===== src/rtl/jk_mod_counter.sv =====
// Bank of JK cells (T flip-flop plus J/K toggle logic) that doubles as a mod-N up/down counter with load.
// q/wrap are registered (1 cycle after the sampling edge), tc is combinational; no backpressure.
module jk_mod_counter #(
    parameter int WIDTH   = 4,
    parameter int MODULUS = 10
) (
    input  logic             clk,
    input  logic             rst,
    input  logic             en,
    input  logic             mode,
    input  logic [WIDTH-1:0] j,
    input  logic [WIDTH-1:0] k,
    input  logic             up_dn,
    input  logic             load,
    input  logic [WIDTH-1:0] din,
    output logic [WIDTH-1:0] q,
    output logic [WIDTH-1:0] qbar,
    output logic             tc,
    output logic             wrap
);

    localparam logic [WIDTH:0]   LP_N   = (WIDTH+1)'(MODULUS);
    localparam logic [WIDTH-1:0] LP_MAX = WIDTH'(MODULUS - 1);

    logic [WIDTH-1:0] r_q;
    logic             r_wrap;
    logic [WIDTH-1:0] w_cnt_nxt;
    logic             w_cnt_wrap;
    logic [WIDTH-1:0] w_t;
    logic [WIDTH-1:0] w_load_val;

    // Counter next value; an out-of-range state (left over from register mode) recovers to 0 silently.
    always_comb begin
        w_cnt_nxt  = r_q;
        w_cnt_wrap = 1'b0;
        if ({1'b0, r_q} >= LP_N) begin
            w_cnt_nxt = '0;
        end else if (up_dn) begin
            if (r_q == LP_MAX) begin
                w_cnt_nxt  = '0;
                w_cnt_wrap = 1'b1;
            end else begin
                w_cnt_nxt = r_q + WIDTH'(1);
            end
        end else begin
            if (r_q == '0) begin
                w_cnt_nxt  = LP_MAX;
                w_cnt_wrap = 1'b1;
            end else begin
                w_cnt_nxt = r_q - WIDTH'(1);
            end
        end
    end

    // Both modes share the same T cells: counter mode expresses its next value as a toggle mask.
    assign w_t        = mode ? (r_q ^ w_cnt_nxt) : ((j & ~r_q) | (k & r_q));
    assign w_load_val = (mode && ({1'b0, din} >= LP_N)) ? '0 : din;

    always_ff @(posedge clk) begin
        if (rst) begin
            r_q    <= '0;
            r_wrap <= 1'b0;
        end else if (load) begin
            r_q    <= w_load_val;
            r_wrap <= 1'b0;
        end else if (en) begin
            r_q    <= r_q ^ w_t;
            r_wrap <= mode & w_cnt_wrap;
        end else begin
            r_wrap <= 1'b0;
        end
    end

    assign q    = r_q;
    assign qbar = ~r_q;
    assign wrap = r_wrap;
    assign tc   = mode & ((up_dn & (r_q == LP_MAX)) | (~up_dn & (r_q == '0)));

endmodule


===== config.mk =====
export PLATFORM = sky130hd
export DESIGN_NAME = jk_mod_counter
export DESIGN_NICKNAME = d
export VERILOG_FILES = /design/src/rtl/jk_mod_counter.sv
export SDC_FILE = /design/constraint.sdc
export NUM_CORES = 1
export LEC_CHECK = 0
export ABC_AREA = 1
export BUFFER_PORTS_ARGS = -buffer_cell sky130_fd_sc_hd__buf_2
export CAP_MARGIN = 20
export CORE_AREA = 2 2 39 41
export CTS_CLUSTER_DIAMETER = 120
export DETAILED_ROUTE_END_ITERATION = 7
export DIE_AREA = 0 0 41 43
export HOLD_SLACK_MARGIN = 0.12
export PLACE_DENSITY = 0.69
export SYNTH_ARGS = -nofsm -noshare
export SYNTH_HDL_FRONTEND = slang
export SYNTH_SLANG_ARGS = --single-unit

===== constraint.sdc =====
create_clock -name clk -period 1.3 [get_ports clk]
set_input_delay 0.13 -clock clk [delete_from_list [all_inputs] [get_ports clk]]
set_output_delay 0.13 -clock clk [all_outputs]
set_load 0.03 [all_outputs]

==> impl_metrics.toml, run 1 <==
[clock_network]
cts_root_buf = "clkbuf_4"
clk_pin_slew_worst_paths_ns = 0.05
numCtsBuffers = 3
clkLatencyLatePin_ns = 0.25
cts_num_sinks = 5
cts.path.max_buffers = 2
cts_tree = "yes"
htree_levels = 1

[sta]
min_period_over_period_pct = 98.7
drv_slew = 0
hold_slack_ns = 0.159
timing.final.crit_period_ns = 1.28
max_freq_ghz = 0.779
skew_ns = 0.00101
rsz0062_at_grt = "true"
maxSlewHeadroom_pct = 79.7
tns_ns = 0
fin_ws_ns = 0.0165
finalHoldViolCount = 0
finalSetupViolCount = 0
worstMarginPinSlew_ns = 0.303

[final_layout]
areaGrowthSynthToFinish_pct = 62.8
seq_area_um2 = 115
drive_gt1_share_pct = 49.2
nets = 147
multi_input_area_um2 = 359
final_common_cell = "buf_2"
antenna_cells = 0
fillers = 148
design_area_um2 = 801
final_cell_mix = "buf_2, nand2_1, inv_1, buf_4"

[synthesis]
syn_area_um2 = 492
syn-num-nets = 107
yosysSeqAreaShare_pct = 20.4
avgSynthCellArea_um2 = 5.52
syn_inst = 89
synth_seq_cells = 5
ys_types = 20
yosys_warnings = 0

[global_route]
top_usage_layer = "met2"
grt_usage_pct = 20.5
grt_overflow_total = 0
grt_pass1_wl_um = 2390
grt_max_degree = 10
grt_pass1_vias = 602
grt_antenna_before_repair = 0
grtUsageMet3_pct = 4.71
grt_use_met2_pct = 31.9
use_met1_pct = 24.2

[drt]
drc = 0
dr.pass1.iters = 4
dr_total_vias = 720
drt_wl_total_um = 1690
via_per_inst = 5.00
ant_nets = 0
drtIter0Drc = 8
avgRoutedWirePerCell_um = 11.7

[power_and_ir_drop]
total_power_mw = 0.713
power.density_nw_per_um2 = 890
ir_drop_uv = 524
p_leak_nw = 0.432

[hold_path]
min_delay_path_depth = 3
holdCritPathClass = "primary input to flop"
hold_path_end = "wrap"
min_from = "en"

[floorplanning]
initial_core_util_pct = 35.5
io_pins = 28
dieHeight_um = 43
fp-row-count = 14
die_x_um = 41
dieArea_um2 = 1760
core_area_um2 = 1380

[place]
hpwl_um = 1030
postPlaceCellArea_um2 = 639
gp_congestion = 0.825
port_buffers = 27
dp_slack_ns = 0.119

[critical_path]
crit_type = "flop to output port"
reg2reg_depth = 10
critPathCaptureType = "output port"
r2r-start = "q[0]"
r2r_slack_ns = 0.05
crit_fanout = 4
crit_path_start_kind = "flop"
rr_endpoint = "q[1]"
required_ns = 1.17
crit_arrival_ns = 1.15

[run]
maxCapViolCount = 0

[outcome]
outcome = "finished, final reports clean"
metal layers:
metal  wire (um)  vias to the layer above
met4          41                        0
met1         680                      318
met3          76                        4
met5           0                        -
li1            -                      370
met2         891                       28
kinds of logic after synthesis:
logic type,count (synthesis),share of synthesized area [%]
compound gates,22,27.5
buf+inv,19,15.5
simple gates,43,36.6
flops,5,20.4
per-stage QoR:
step	std cells	utilization [%]
floorplan	89	-
global placement	130	46.2
detailed placement	130	46.2
CTS	142	55.6
global route	144	57.9
finish	144	57.9
Yosys cell counts:
library cell | count | area share [%]
o21ai_1 | 3 | 3.1
buf_4 | 1 | 1.5
a21oi_1 | 2 | 2.0
a31oi_1 | 4 | 5.1
o211ai_1 | 1 | 1.5
dfxtp_1 | 5 | 20
o21ai_0 | 7 | 7.1
nand3_1 | 9 | 9.2
a21oi_2 | 3 | 5.3
inv_2 | 1 | 0.76
o21ai_2 | 1 | 1.8
or2_1 | 1 | 1.3
nor2_2 | 1 | 1.3
a211oi_1 | 1 | 1.5
inv_1 | 15 | 11
clkinv_1 | 1 | 0.76
nand4_1 | 1 | 1.3
nor2_1 | 8 | 6.1
nand2_1 | 23 | 18
buf_2 | 1 | 1.0
what timing repair did:
item	in CTS	in global routing
endpoints found under the setup margin	1	4
hold buffers	0	0
buffers inserted	8	2
pin swaps	4	5
gates cloned	0	0
resized for setup	14	7
endpoints found under the hold margin	0	0
layout make-up:
| cell class | count | share of cell area, % |
|---|---|---|
| sequential | 5 | 14.4 |
| timing repair buffer | 37 | 27.0 |
| inverter | 17 | 7.97 |
| tap | 16 | 2.50 |
| clock buffer | 4 | 3.28 |
| multi-input combinational | 65 | 44.8 |
registers in the layout, summed over array words and instances, names as in the netlist:
| name | count |
|---|---|
| q | 4 |
| wrap | 1 |
how the worst max path moves through the flow:
| stage | end | start | depth (start not counted) | slack [ns] |
|---|---|---|---|---|
| after floorplan | tc | q[0] | 7 | 0.04 |
| after global placement | tc | q[0] | 7 | 0.12 |
| after detailed placement | tc | q[0] | 7 | 0.12 |
| after CTS | tc | q[0] | 7 | 0.007 |
| after global routing | q[2] | q[2] | 7 | -0.04 |
| final | tc | q[0] | 6 | 0.02 |
power breakdown:
part           switching [mW]  internal, mW  total (mW)
logic                   0.198         0.133       0.332
registers              0.0226         0.166       0.189
clock network          0.0755         0.117       0.192
worst max-delay path, stage by stage, from the launching register on:
cell and delay, ns:
dfxtp_4 0.36, nor2_4 0.11, nand2_2 0.08, nand2_2 0.08
nand3_2 0.09, inv_2 0.06, buf_6 0.12
Note: power is estimated with default switching activity, not from simulation.
==> run 2: changes to the inputs <==
--- a/config.mk
+++ b/config.mk
@@ -8,12 +8,11 @@
 export ABC_AREA = 1
 export BUFFER_PORTS_ARGS = -buffer_cell sky130_fd_sc_hd__buf_2
 export CAP_MARGIN = 20
-export CORE_AREA = 2 2 39 41
+export CORE_UTILIZATION = 30
 export CTS_CLUSTER_DIAMETER = 120
 export DETAILED_ROUTE_END_ITERATION = 7
-export DIE_AREA = 0 0 41 43
 export HOLD_SLACK_MARGIN = 0.12
-export PLACE_DENSITY = 0.69
+export SLEW_MARGIN = 20
 export SYNTH_ARGS = -nofsm -noshare
 export SYNTH_HDL_FRONTEND = slang
 export SYNTH_SLANG_ARGS = --single-unit
==> run 2 against run 1 <==
Register-to-register slack about the same. Flip-flop and latch count unchanged. Critical path depth unchanged. Total power decreased by 1.7%. Sequential power about the same. Die area increased by 2.4%. Combinational power about the same. Via count increased by 2.8%. Clock-buffer cell count unchanged.
==> impl_metrics.toml, run 2 (synthesized netlist as in run 1, its figures left out) <==
[outcome]
outcome = "finished, final reports clean"

[drt]
via_per_inst = 5.17
drc = 0
avgRoutedWirePerCell_um = 12.0
drt_wl_total_um = 1720
dr_total_vias = 740
drtIter0Drc = 21
dr.pass1.iters = 4
ant_nets = 0

[clock_network]
htree_levels = 1
hold_buffers = 0
numCtsBuffers = 3
cts_root_buf = "clkbuf_4"
cts.path.max_buffers = 2
cts_num_sinks = 5
clk_pin_slew_worst_paths_ns = 0.04
clkLatencyLatePin_ns = 0.24
cts_tree = "yes"

[floorplanning]
core_area_um2 = 1520
dieArea_um2 = 1800
io_pins = 28
dieHeight_um = 42.5
initial_core_util_pct = 32.3
fp-row-count = 14
die_x_um = 42.5

[power_and_ir_drop]
p_int_mw = 0.416
swShare_pct = 40.6
seqPwrFrac_pct = 26.7
ir_drop_uv = 497
power.density_nw_per_um2 = 887
p_comb_share_pct = 47.7
p_clk_share_pct = 25.6
p_sw_mw = 0.285
p_leak_nw = 0.431

[run]
maxCapViolCount = 0

[global_route]
grt_pass1_vias = 668
grt_antenna_before_repair = 0
grt_pass1_wl_um = 2690
grt_max_degree = 10
grt_overflow_total = 0
grt_usage_pct = 19.7

[hold_path]
min_from = "en"
holdCritPathClass = "primary input to flop"

[final_layout]
instances_no_fill = 143
design_area_um2 = 790
antenna_cells = 0
drive_gt1_share_pct = 46.5
final_cell_mix = "buf_2, nand2_1, inv_1, nand3_1, buf_4"
nets = 146
final_common_cell = "buf_2"
fillers = 161
areaGrowthSynthToFinish_pct = 60.6
utilization_pct = 51.8
largest_reg_flops = 4

[sta]
rsz0062_at_grt = "true"
timing.final.crit_period_ns = 1.29
max_freq_ghz = 0.776
maxSlewHeadroom_pct = 80.5
finalHoldViolCount = 0
min_period_over_period_pct = 99.1
drv_slew = 0
worstMarginPinSlew_ns = 0.291
finalSetupViolCount = 0
skew_ns = 0.00581

[critical_path]
crit_path_start_kind = "flop"
required_ns = 1.17
critPathCaptureType = "output port"
crit_fanout = 4
r2r-start = "q[3]"
crit_arrival_ns = 1.16
critPathLaunch = "q[2]"
crit_type = "flop to output port"

[place]
post-place-cells = 130
gp_congestion = 0.816
postPlaceCellArea_um2 = 639
port_buffers = 27
hpwl_um = 1150
-- run 2: cell count changes in the layout (fill, tap and decap cells not counted), sizes merged --
cell / change
buf: -1
-- run 2: layout make-up --
class / count / area, um^2 / share of cell area, %
Timing Repair Buffer: 36 / 213 / 26.9
Sequential cell: 5 / 115 / 14.6
Tap cell: 16 / 20.0 / 2.54
Inverter: 17 / 63.8 / 8.08
Multi-Input combinational cell: 65 / 352 / 44.5
Clock buffer: 4 / 26.3 / 3.33
-- run 2: power by group through the flow --
stage | clock [mW] | combinational [mW] | sequential (mW)
2_1_floorplan | 0 | 0.157 | 0.211
3_3_place_gp | 0 | 0.251 | 0.197
3_5_place_dp | 0 | 0.250 | 0.199
4_1_cts | 0.184 | 0.301 | 0.184
5_1_grt | 0.196 | 0.366 | 0.188
6_report | 0.180 | 0.334 | 0.187
-- run 2: critical path: stages (launching register included) --
cell     delay, ns
dfxtp_4       0.36
nor2_2        0.11
nand2_2       0.07
nand2_2       0.09
nand3_2       0.10
inv_2         0.06
buf_6         0.12
-- run 2: what timing repair did --
action | 4_1_cts | 5_1_grt
pin swaps | 0 | 4
setup buffers | 6 | 3
gates resized for setup | 11 | 8
endpoints found under the setup margin | 1 | 3
-- run 2: metrics by stage --
stage	hold WS (ns)	setup WS (ns)	total power [mW]	TNS, ns
5_1_grt	0.173	-0.0815	0.750	-0.138
3_5_place_dp	0.409	0.110	0.448	0
2_1_floorplan	0.274	0.0416	0.368	0
3_3_place_gp	0.418	0.0793	0.448	0
6_report	0.165	0.0120	0.701	0
4_1_cts	0.156	0.000763	0.670	0
-- run 2: final timing paths --
kind	to	slack [ns]	cells after the start
min	wrap	0.17	3
max reg2reg	q[3]	0.06	7
min reg2reg	wrap	0.72	5
max	tc	0.01	6
-- run 2: per-layer routing --
metal	track usage (%)	routed length [um]	vias to the layer above
li1	-	-	366
met1	23.1	718	333
met2	34.2	908	37
met3	1.29	80	4
met4	12.5	14	0
met5	0	0	-
